### src/rtl/ibex_obi_mux.sv
// N-to-1 OBI multiplexer: round-robin arbitration with request locking, plus an
// in-order tag FIFO that routes each downstream response back to its originating port.
module ibex_obi_mux #(
   parameter int unsigned NumPorts       = 2,
   parameter int unsigned AddrWidth      = 32,
   parameter int unsigned DataWidth      = 32,
   parameter int unsigned MaxOutstanding = 2
) (
   input  logic                            clk,
   input  logic                            rstn,
   input  logic [NumPorts-1:0]             req_i,
   output logic [NumPorts-1:0]             gnt_o,
   input  logic [NumPorts-1:0]             we_i,
   input  logic [NumPorts*DataWidth/8-1:0] be_i,
   input  logic [NumPorts*AddrWidth-1:0]   addr_i,
   input  logic [NumPorts*DataWidth-1:0]   wdata_i,
   output logic [NumPorts-1:0]             rvalid_o,
   output logic [DataWidth-1:0]            rdata_o,
   output logic                            err_o,
   output logic                            mem_req_o,
   input  logic                            mem_gnt_i,
   output logic                            mem_we_o,
   output logic [DataWidth/8-1:0]          mem_be_o,
   output logic [AddrWidth-1:0]            mem_addr_o,
   output logic [DataWidth-1:0]            mem_wdata_o,
   input  logic                            mem_rvalid_i,
   input  logic [DataWidth-1:0]            mem_rdata_i,
   input  logic                            mem_err_i,
   output logic                            proto_err_o
);

   localparam int unsigned BeWidth = DataWidth / 8;
   localparam int unsigned IdxW    = (NumPorts > 1) ? $clog2(NumPorts) : 1;
   localparam int unsigned PtrW    = (MaxOutstanding > 1) ? $clog2(MaxOutstanding) : 1;
   localparam int unsigned CntW    = $clog2(MaxOutstanding + 1);

   logic                ready;
   logic                lock;
   logic [IdxW-1:0]     lock_idx;
   logic [IdxW-1:0]     rr_ptr;
   logic [CntW-1:0]     count;
   logic [PtrW-1:0]     wr_ptr;
   logic [PtrW-1:0]     rd_ptr;
   logic [IdxW-1:0]     tag_mem [MaxOutstanding];

   logic [IdxW-1:0]     rr_sel;
   logic [IdxW-1:0]     sel;
   logic [IdxW-1:0]     cand;
   logic [IdxW-1:0]     head;
   logic                found;
   logic                full;
   logic                accept;
   logic                pop;
   int unsigned         pos;

   function automatic logic [PtrW-1:0] ptr_inc(input logic [PtrW-1:0] p);
      return (p == PtrW'(MaxOutstanding - 1)) ? '0 : p + PtrW'(1);
   endfunction

   // Round-robin search: first requesting port at or after rr_ptr, wrapping around.
   always_comb begin
      rr_sel = rr_ptr;
      found  = 1'b0;
      pos    = 0;
      cand   = '0;
      for (int i = 0; i < NumPorts; i++) begin
         pos = 32'(rr_ptr) + unsigned'(i);
         if (pos >= NumPorts) pos = pos - NumPorts;
         cand = IdxW'(pos);
         if (!found && req_i[cand]) begin
            found  = 1'b1;
            rr_sel = cand;
         end
      end
   end

   assign sel       = lock ? lock_idx : rr_sel;
   assign full      = (count == CntW'(MaxOutstanding));
   assign mem_req_o = ready & ~full & (lock | (|req_i));
   assign accept    = mem_req_o & mem_gnt_i;
   assign pop       = ready & mem_rvalid_i & (count != '0);
   assign head      = tag_mem[rd_ptr];
   assign rdata_o   = mem_rdata_i;
   assign err_o     = mem_err_i;

   always_comb begin
      mem_we_o    = 1'b0;
      mem_be_o    = '0;
      mem_addr_o  = '0;
      mem_wdata_o = '0;
      for (int p = 0; p < NumPorts; p++) begin
         if (sel == IdxW'(p)) begin
            mem_we_o    = we_i[p];
            mem_be_o    = be_i[p*BeWidth +: BeWidth];
            mem_addr_o  = addr_i[p*AddrWidth +: AddrWidth];
            mem_wdata_o = wdata_i[p*DataWidth +: DataWidth];
         end
      end
   end

   always_comb begin
      gnt_o         = '0;
      gnt_o[sel]    = accept;
      rvalid_o      = '0;
      rvalid_o[head] = pop;
   end

   always_ff @(posedge clk or negedge rstn) begin
      if (!rstn) begin
         ready       <= 1'b0;
         lock        <= 1'b0;
         lock_idx    <= '0;
         rr_ptr      <= '0;
         count       <= '0;
         wr_ptr      <= '0;
         rd_ptr      <= '0;
         proto_err_o <= 1'b0;
         for (int i = 0; i < MaxOutstanding; i++) tag_mem[i] <= '0;
      end else begin
         ready <= 1'b1;
         // A stalled request pins the payload to its port until the bus grants it.
         if (accept) begin
            lock   <= 1'b0;
            rr_ptr <= (sel == IdxW'(NumPorts - 1)) ? '0 : sel + IdxW'(1);
         end else if (mem_req_o) begin
            lock     <= 1'b1;
            lock_idx <= sel;
         end
         if (accept) begin
            tag_mem[wr_ptr] <= sel;
            wr_ptr          <= ptr_inc(wr_ptr);
         end
         if (pop) rd_ptr <= ptr_inc(rd_ptr);
         case ({accept, pop})
            2'b10:   count <= count + CntW'(1);
            2'b01:   count <= count - CntW'(1);
            default: count <= count;
         endcase
         if (mem_rvalid_i && count == '0) proto_err_o <= 1'b1;
      end
   end

endmodule

### config.mk
export PLATFORM = sky130hd
export DESIGN_NAME = ibex_obi_mux
export DESIGN_NICKNAME = d
export VERILOG_FILES = /design/src/rtl/ibex_obi_mux.sv
export SDC_FILE = /design/constraint.sdc
export NUM_CORES = 1
export LEC_CHECK = 0
export CAP_MARGIN = 25
export CORE_AREA = 2 2 111 113
export CTS_CLUSTER_SIZE = 10
export DETAILED_ROUTE_END_ITERATION = 8
export DIE_AREA = 0 0 113 115
export PLACE_DENSITY = 0.55
export SYNTH_ARGS = -nofsm -noshare
export SYNTH_HDL_FRONTEND = slang
export SYNTH_SLANG_ARGS = --single-unit
### constraint.sdc
create_clock -name clk -period 4.6 [get_ports clk]
set_clock_uncertainty 0.15 [all_clocks]
set_input_delay 0.46 -clock clk [delete_from_list [all_inputs] [get_ports clk]]
set_output_delay 0.46 -clock clk [all_outputs]
set_load 0.005 [all_outputs]
Yosys cells after proc, flatten, opt, wreduce, memory -nomap -nowiden:

Index checks and enable logic that the tools add are counted.
W data, S select, Z words.

* register bits after elaboration: 11
* bits of input ports: 177

* magnitude comparators: 11
* muxes and demuxes: 30
* reduce and logical (&&, ||, !) cells: 12
* bitwise gates (word level): 12
* add/subtract/negate cells: 8
* eq/ne operators: 3

Operators with widths (count)
* $mux W32: 2
* $mux W1: 22
* $lt A1 B2 Y1 const B: 4
* $ge A2 B2 Y1 const B: 3
* $reduce_bool A2 Y1: 3
* $and A1 B1 Y1: 5
* $logic_and A1 B1 Y1: 5
* $and A2 B2 Y2: 2
* $eq A2 B2 Y1 const B: 2
* $mux W4: 1
* $not A1 Y2: 2
* $pmux W2 S2: 1
* $add A1 B1 Y1 const B: 3
* $demux W1 S1: 3
* $add A1 B1 Y2 const B: 1
* $add A2 B1 Y2 const B: 1
* $bwmux W2: 1
* $eq A2 B1 Y1 const B: 1
* $ge A1 B1 Y1 const B: 2
* $ge A1 B2 Y1 const B: 1
* $logic_not A2 Y1: 1
* $lt A2 B1 Y1 const B: 1
* $not A1 Y1: 2
* $reduce_and A2 Y1: 1
* 5 further kinds: 6

Longest topological paths before layout:

* depth after elaboration: 14
* mapped depth: 6
* mapped depth without buffers: 6

Worst setup path before layout:

OpenSTA, ideal clock, no wires.

* kind: input to output
* start point: input port req_i[0]
* end point: output port mem_wdata_o[5]
* slack: 2.447 ns
* data arrival time: 1.543 ns
* data required time: 3.990 ns
* stages: 5
* cells stage by stage: a21boi_1 -> o31ai_2 -> buf_4 -> buf_4 -> mux2_1

* word-level cells in the longest chain between the ends: 8
* elaborated cells between the ends (all ways): 11
* those cells by class: mux (9); reduce/logical (2)

Ends and longest elaborated chain
* start: declaration: line 11 `input logic [NumPorts-1:0] req_i,`
* $mux W1 (not written as such) (2 in a row): line 70 `if (!found && req_i[cand]) begin`
* $mux W1: line 70
* $logic_not A1 Y1: line 70
* $logic_and A1 B1 Y1: line 70
* $mux W1 *: line 70
* $mux W1 *: line 77 `assign sel = lock ? lock_idx : rr_sel;`
* $mux W32 *: line 92 `if (sel == IdxW'(p)) begin`
* end: declaration: line 25 `output logic [DataWidth-1:0] mem_wdata_o,`

Every way passes the cells marked *; elsewhere a longest branch is shown, timed or not. The select of a mux whose other input is x is not followed.

Final worst setup path:

* start point: input port req_i[1]
* end point: output port mem_wdata_o[29]

Same word-level chain as after synthesis.

==> run summary <==
final WL: 7.49 mm
CTS tree: done
crit path time final: 3.32 ns
fin nets: 520
Max Cap Violations: 0
syn_area_per_cell: 10.4 um^2
Pwr Density: 402 nW/um^2
vias per inst: 3.80
fin. max-slew vios: 0
Chip Width: 113 um
Iter 0 DRT Violations: 54
clock sinks: 11
row count: 40
DRC violations left: 38
detailed-route wire length per cell: 15.3 um
post-CTS sizing: 0
Yosys reg bits: 11
Peak VDD IR: 0.247 mV
Ports: 285
DR pass1 iterations: 8
Yosys cell types: 28
Setup TNS: 0 ns
Post CTS Setup Buffer Count: 0
Crit Path Class: primary input to primary output
share of the yosys chip area belonging to registers: 16.7%
final hold violations: 0
startpoint types: primary input
Lkg Pwr: 1.42 nW
required time of the critical path: 3.99 ns
largest net degree at the start of global routing: 44
worst-path fanout max: 43
CTS buffer count: 3
Worst EP arrival: 2.71 ns
die height: 115 um
Synth Cell Area: 1650 um^2
vias in the first global route: 1871
share of the synthesized area in the top cell type: 45.8%
P&R area growth vs syn: 131%
gpl congestion: 0.669
area of the core: 11800 um^2
CTS Buffer Depth: 2
initial antenna violation count: 1
global-route wire length before repair: 10.1 mm
Finished Layout Cells: 489
CTS root buf: clkbuf_16
cell taking the most area after synthesis: mux2_2
Worst Setup End Kind: primary output
GRT Resource Usage Total: 10.0%
Worst Tran Pin Value: 0.540 ns
Clock Latency Late Sink: 0.24 ns
Final Cycle Share: 72.1%
unrepaired setup endpoints after global routing: false
Post-CTS Hold Buffers: 0
Vias: 1858
Worst slew margin: 63.9%
Remaining Overflow, GRT: 0
Post-Syn Instances: 158
Total Die Area: 13000 um^2
antenna-violating nets left: 0
Worst-path clk slew: 0.04 ns
port bufs: 218
final setup vio count: 0
Syn Nets: 336
fraction of layout instances using a drive strength above 1: 22.6%
synth top area cells: mux2_2, dfrtp_1, buf_4, buf_6, mux2_1
dpl hpwl: 6.46 mm
Starting Density: 14.0%
synth warn: 0
failing checks: design-rule violations
Max H-tree Level: 1
status: finished with violations
fill count: 1184
Highest Clock Rate: 301 MHz
hold crit path type: flop to flop
Inst Count DP: 484
worst max-delay path, cell delays in order:
cell	delay, ns
clkdlybuf4s50_1	0.52
a21boi_1	0.11
o31ai_4	0.23
buf_4	0.47
mux2_2	0.41
clkdlybuf4s50_1	0.45
state kept, by name, summed over array words and instances (netlist names):
name and count:
count 2, lock 1, lock_idx 1, proto_err_o 1, rd_ptr 1, ready 1, rr_ptr 1, tag_mem 2
wr_ptr 1
synth_stat cells:
cell type and n:
or3_1 1, conb_1 1, a21bo_2 1, xnor2_1 4, inv_1 2, or4b_4 1
mux2i_1 2, mux2_1 4, buf_6 4, nand2_1 3, o211ai_1 1, nor2b_1 2
dfrtp_1 11, mux2_2 67, buf_2 2, ha_1 1, nand4b_1 1, nand4_1 1
nand4bb_1 1, nor3_1 1, a21o_1 1, mux2_4 1, o31ai_2 1, or2b_4 1
a21boi_1 1, buf_4 35, nor2_1 6, xor2_1 1
worst paths after layout:
| path | from | endpoint | cells after the start | slack (ns) |
|---|---|---|---|---|
| max | req_i[1] | mem_wdata_o[29] | 6 | 1.28 |
| min | proto_err_o$_DFFE_PN0P_ | proto_err_o$_DFFE_PN0P_ | 1 | 0.32 |
| max reg2reg | lock$_DFFE_PN0P_ | count[1]$_DFFE_PN0P_ | 5 | 2.70 |
| min reg2reg | proto_err_o$_DFFE_PN0P_ | proto_err_o$_DFFE_PN0P_ | 1 | 0.32 |
| max in group asynchronous | rstn | tag_mem[0]$_DFFE_PN0P_ | 1 | 3.51 |
| min in group asynchronous | rstn | lock_idx$_DFFE_PN0P_ | 1 | 0.43 |
layout make-up:
class,count,area [um^2],area share [%]
Multi-Input combinational cell,104,1060,27.8
Timing Repair Buffer,220,2200,57.8
Clock buffer,4,78.8,2.07
Inverter,2,7.51,0.197
Tap cell,147,184,4.84
Sequential cell,11,275,7.24
Antenna cell,1,2.50,0.0658
per-layer routing:
| layer | share of wire (%) | wire length, um | GRT usage [%] | vias to the layer above |
|---|---|---|---|---|
| met2 | 50 | 3780 | 18.2 | 128 |
| met3 | 12 | 903 | 3.80 | 4 |
| met4 | 0.24 | 18 | 0.976 | 0 |
| met1 | 37 | 2790 | 11.6 | 832 |
| met5 | 0 | 0 | 0 | - |
| li1 | - | - | - | 894 |
through the flow:
stage / worst slack [ns] / cell area [um^2] / util (%) / total power, mW / hold WS (ns)
floorplan: 2.45 / 1650 / - / 0.806 / 0.0144
CTS: 1.25 / 3800 / 32.2 / 1.56 / 0.341
detailed placement: 1.26 / 3720 / 31.5 / 1.39 / 0.303
global route: 1.16 / 3800 / 32.2 / 1.63 / 0.365
global placement: 1.28 / 3720 / 31.5 / 1.38 / 0.298
finish: 1.28 / 3800 / 32.2 / 1.53 / 0.323
power by group:
group,internal [mW],switching (mW),leakage [nW]
logic,0.807,0.386,1.26
clock network,0.116,0.0430,0.0382
registers,0.138,0.0391,0.127
total,1.06,0.468,1.42
cells in the final DEF, fill, tap and decap left out, drive strengths merged:
cell / synthesis / routed
buf: 41 / 2
a21o: 1 / 1
nor3: 1 / 1
diode: 0 / 1
conb: 1 / 1
nor2b: 2 / 2
mux2: 72 / 72
o31ai: 1 / 1
or2b: 1 / 1
nand4bb: 1 / 1
xor2: 1 / 1
nand4b: 1 / 1
nor2: 6 / 6
o211ai: 1 / 1
or3: 1 / 1
nand4: 1 / 1
a21bo: 1 / 1
ha: 1 / 1
clkdlybuf4s50: 0 / 218
dfrtp: 11 / 11
nand2: 3 / 3
clkbuf: 0 / 4
inv: 2 / 2
mux2i: 2 / 2
a21boi: 1 / 1
xnor2: 4 / 4
or4b: 1 / 1
logic make-up (layout without fill, tap and decap cells):
logic type / after synthesis / in the layout / synth area share, %
flops: 11 / 11 / 16.7
simple gates: 18 / 18 / 6.60
other cells: 1 / 2 / 0.227
mux: 74 / 74 / 50.6
xor+xnor: 5 / 5 / 2.66
fa+ha+maj: 1 / 1 / 0.759
compound gates: 5 / 5 / 2.73
buf+inv: 43 / 226 / 19.7
Power figures use the tool's default switching activity.
